### config.mk
export PLATFORM = sky130hd
export DESIGN_NAME = preg_regfile
export DESIGN_NICKNAME = d
export VERILOG_FILES = /design/src/rtl/preg_regfile.sv
export SDC_FILE = /design/constraint.sdc
export NUM_CORES = 1
export LEC_CHECK = 0
export CORE_MARGIN = 3
export CORE_UTILIZATION = 40
export DETAILED_ROUTE_END_ITERATION = 6
export MAX_ROUTING_LAYER = met4
export SLEW_MARGIN = 20
export SYNTH_ARGS = -nofsm -noshare
export SYNTH_HDL_FRONTEND = slang
export SYNTH_SLANG_ARGS = --single-unit
### constraint.sdc
create_clock -name clk -period 3.6 [get_ports clk]
set_clock_uncertainty 0.2 [all_clocks]
set_input_delay 0.72 -clock clk [delete_from_list [all_inputs] [get_ports clk]]
set_output_delay 0.72 -clock clk [all_outputs]
set_load 0.02 [all_outputs]
### src/rtl/preg_regfile.sv
// rtl/preg_regfile.sv - picoMIPS register file, two combinational read ports, one write port
//
// Optional feature: define PREG_BYPASS_EN to forward Wdata onto the read
// ports during a write cycle. Default build reads stored contents only.
// Register 0 always reads zero and is never written.

module preg_regfile #(
   parameter int DATA_WIDTH = 8,
   parameter int ADDR_WIDTH = 5
) (
   input  logic                  clk,
   input  logic                  nReset,
   input  logic [ADDR_WIDTH-1:0] Rd,
   input  logic [ADDR_WIDTH-1:0] Rs,
   input  logic [ADDR_WIDTH-1:0] Rt,
   input  logic [DATA_WIDTH-1:0] Wdata,
   input  logic [1:0]            ctrl,
   output logic [DATA_WIDTH-1:0] Rd_data,
   output logic [DATA_WIDTH-1:0] Rs_data
);

   localparam int NUM_REGS = 1 << ADDR_WIDTH;

   logic [DATA_WIDTH-1:0] regs [NUM_REGS];
   logic [ADDR_WIDTH-1:0] sel_addr;
   logic                  treg;
   logic                  write_en;
   logic                  write_live;
   logic [DATA_WIDTH-1:0] stored_a;
   logic [DATA_WIDTH-1:0] stored_s;

   assign treg     = ctrl[1];
   assign write_en = ctrl[0];

   // Destination / first-operand address: Rt when treg is set, otherwise Rd
   assign sel_addr = treg ? Rt : Rd;

   // Writes to register 0 are discarded so it stays hard-wired to zero
   assign write_live = write_en && (sel_addr != '0);

   // Register array: async clear on reset, single write port on rising edge
   always_ff @(posedge clk or negedge nReset) begin
      if (!nReset) begin
         for (int i = 0; i < NUM_REGS; i++) begin
            regs[i] <= '0;
         end
      end else if (write_live) begin
         regs[sel_addr] <= Wdata;
      end
   end

   // Stored-value reads; address 0 is forced to zero regardless of storage
   always_comb begin
      stored_a = '0;
      stored_s = '0;
      if (sel_addr != '0) begin
         stored_a = regs[sel_addr];
      end
      if (Rs != '0) begin
         stored_s = regs[Rs];
      end
   end

`ifdef PREG_BYPASS_EN
   // Forward the incoming write data to any port addressing the written register
   always_comb begin
      Rd_data = stored_a;
      Rs_data = stored_s;
      if (write_live) begin
         Rd_data = Wdata;
         if (Rs == sel_addr) begin
            Rs_data = Wdata;
         end
      end
   end
`else
   // Reads return stored contents only; a write shows up after the clock edge
   always_comb begin
      Rd_data = stored_a;
      Rs_data = stored_s;
   end
`endif

endmodule

==> flow_metrics.env <==
export IMPL_worstSetupPathType="in -> out"
export IMPL_finalSetupViolCount=0
export IMPL_synth_area_per_cell_sq_um=14.1
export IMPL_synth_area_leader_cell="dfrtp_1"
export IMPL_placed_area_sq_mm=0.0162
export IMPL_dr_pass1_iters=5
export IMPL_period_minus_slack_ns=3.57
export IMPL_hold_violations=0
export IMPL_yosysMostFrequentCell="dfrtp_1"
export IMPL_grt_setup_unrepaired="true"
export IMPL_async_flop_share=1.00
export IMPL_drt_met1_wl_mm=19.4
export IMPL_crit_required_ns=2.68
export IMPL_post_place_cells=1544
export IMPL_final_cells=1636
export IMPL_die_y_um=194
export IMPL_power_density_mw_per_mm2=542
export IMPL_synth_nets=1030
export IMPL_max_cap_violations=0
export IMPL_initial_core_util=0.408
export IMPL_grt_max_degree=90
export IMPL_whs_ns=0.178
export IMPL_ys_top_cells_by_count="dfrtp_1, mux2_2, mux2i_1, mux4_2, clkbuf_1"
export IMPL_via_per_inst=5.84
export IMPL_reg2reg_from="regs[14]"
export IMPL_synth_edf_count=0
export IMPL_detailed_place_hpwl_mm=27.4
export IMPL_nets=1187
export IMPL_syn2layout_area_growth_pct=25.3
export IMPL_synth_top_area_share=0.452
export IMPL_worstPathMaxFanout=9
export IMPL_reg_top3="regs x256"
export IMPL_syn_area_sq_mm=0.0142
export IMPL_max_slew_margin=0.493
export IMPL_worstHoldPathCells=0
export IMPL_crit_arrival_ns=2.65
export IMPL_maxSlewViolCount=0
export IMPL_largest_reg_flops=256
export IMPL_drc_errors=0
export IMPL_cts_tree="done"
export IMPL_core_area_sq_mm=0.0347
export IMPL_fmax_mhz=280
export IMPL_drt_antenna_violating_nets=0
export IMPL_diodes=0
export IMPL_largest_register="regs"
export IMPL_die_w_um=194
export IMPL_yosysSeqAreaShare=0.452
export IMPL_outcome="completed"
export IMPL_yosys_register_bits=256
export IMPL_dr_total_vias=9552
export IMPL_yosys_warnings=0
export IMPL_r2r_cells=1
export IMPL_fin_crit_sh=0.990
export IMPL_hp_start="regs[254]"
export IMPL_clock_root_buffer="clkbuf_16"
export IMPL_post_route_util=0.511
export IMPL_wirelength_mm=41.3
export IMPL_power_mw=9.62
export IMPL_ys_flop_type="dfrtp_1"
export IMPL_grt_pass1_vias=9832
export IMPL_holdCritPathClass="reg -> reg"
export IMPL_wl_per_cell_um=25.3
export IMPL_cts_made_buffers=28
export IMPL_h_tree_depth=1
export IMPL_wl_met2_mm=18.8
export IMPL_grt_usage=0.223
export IMPL_ir_drop_mv=0.377
export IMPL_clkSinkCount=256
export IMPL_rows=68
export IMPL_path_clk_slew_ns=0.06
export IMPL_layout_drive_gt1_share=0.525
export IMPL_startpoint_type="input pin"
export IMPL_antenna_found_initial=0
export IMPL_grt_overflow=0
export IMPL_grt_pass1_wl_mm=62.9
export IMPL_first_iter_violations=578
export IMPL_syn_inst=1003
export IMPL_synthTopCellsByArea="dfrtp_1, mux2_2, mux4_2"
export IMPL_top_level_ports=43
export IMPL_synth_cell_types=39
export IMPL_routed_top_layer="met4"
export IMPL_gp_congestion=0.874
export IMPL_cp_end_kind="primary output"
export IMPL_port_buffers=42
export IMPL_worstSkewPairLatency_ns=0.55
export IMPL_final_area_sq_mm=0.0178
export IMPL_die_area_sq_mm=0.0377
export IMPL_crit_start="Rd[1]"
export IMPL_timing_worst_slew_pin_value_ns=0.761
export IMPL_routed_wl_met3_mm=2.07
export IMPL_clk_path_buf_depth=3
export IMPL_p_leak_nw=8.16
## power by group
| part | switching, mW | total (mW) | leakage, nW | internal (mW) |
|---|---|---|---|---|
| clock network | 1.18 | 2.94 | 0.473 | 1.76 |
| logic | 1.09 | 2.60 | 4.40 | 1.51 |
| registers | 0.518 | 4.08 | 3.29 | 3.56 |
## worst paths after layout
kind                         endpoint  slack, ns
hold / removal              regs[254]       0.18
min in group asynchronous   regs[156]       0.55
setup / recovery           Rd_data[4]       0.03
hold reg to reg             regs[254]       0.18
max in group asynchronous     regs[5]       1.80
setup reg to reg             regs[14]       2.57
## logic make-up after synthesis
logic type / synth area share
AOI/OAI and AO/OA: 0.0292
buffers and inverters: 0.0409
DFF: 0.452
muxes: 0.450
and+or+nand+nor: 0.0278
## layout by cell type (no fill, tap or decap), types with 5 or more instances in the layout
master,count
o22ai_1,20
o21ai_0,9
clkbuf_8,11
clkdlybuf4s50_1,12
mux4_2,82
clkbuf_16,29
dlymetal6s2s_1,5
o22ai_2,5
buf_2,8
buf_12,38
buf_16,6
mux2i_1,153
nand2_1,18
clkbuf_2,7
o21ai_1,7
mux2i_2,7
mux2_2,250
nor2_2,7
mux2_1,6
dfrtp_1,256
inv_1,11
a221o_1,8
nor2_1,6
buf_6,9
nand2b_1,11
or3_1,8
buf_4,136
clkbuf_1,6
## worst max-delay path, cell delays in order
cell           delay [ns]
dlygate4sd2_1        0.27
mux2i_4              0.17
buf_12               0.15
buf_6                0.15
buf_12               0.15
mux2i_1              0.24
o22ai_1              0.16
nor4_2               0.40
buf_2                0.23
## cell type report
type / count / area, sq um
Multi-Input combinational cell: 632 / 7320
Clock buffer: 46 / 900
Tap cell: 455 / 569
Inverter: 11 / 41.3
Fill cell: 2968 / 17000
Timing Repair Buffer: 231 / 2470
Sequential cell: 256 / 6410
Clock inverter: 5 / 50.0
## per-stage QoR
stage               setup TNS [ns]  setup slack, ns
floorplan                        0            0.130
global placement            -10.63            -1.08
detailed placement          -10.65            -1.07
CTS                              0         0.000723
global route               -0.0798          -0.0303
finish                           0           0.0348
## metal layers
| metal | vias up | track usage |
|---|---|---|
| li1 | 4129 | - |
| met1 | 5094 | 0.325 |
| met2 | 268 | 0.339 |
| met3 | 61 | 0.0268 |
| met4 | 0 | 0.0508 |
| met5 | - | - |
## repair_timing
action                                 in CTS  in global routing
buffers inserted                           25                 12
cloned                                      8                  1
pin swaps                                  14                  5
setup endpoints to repair                  16                 16
gates resized for setup                   105                 37
hold buffers                                1                  0
endpoints found under the hold margin       6                  0
No activity file was read; power rests on OpenSTA's default activity.
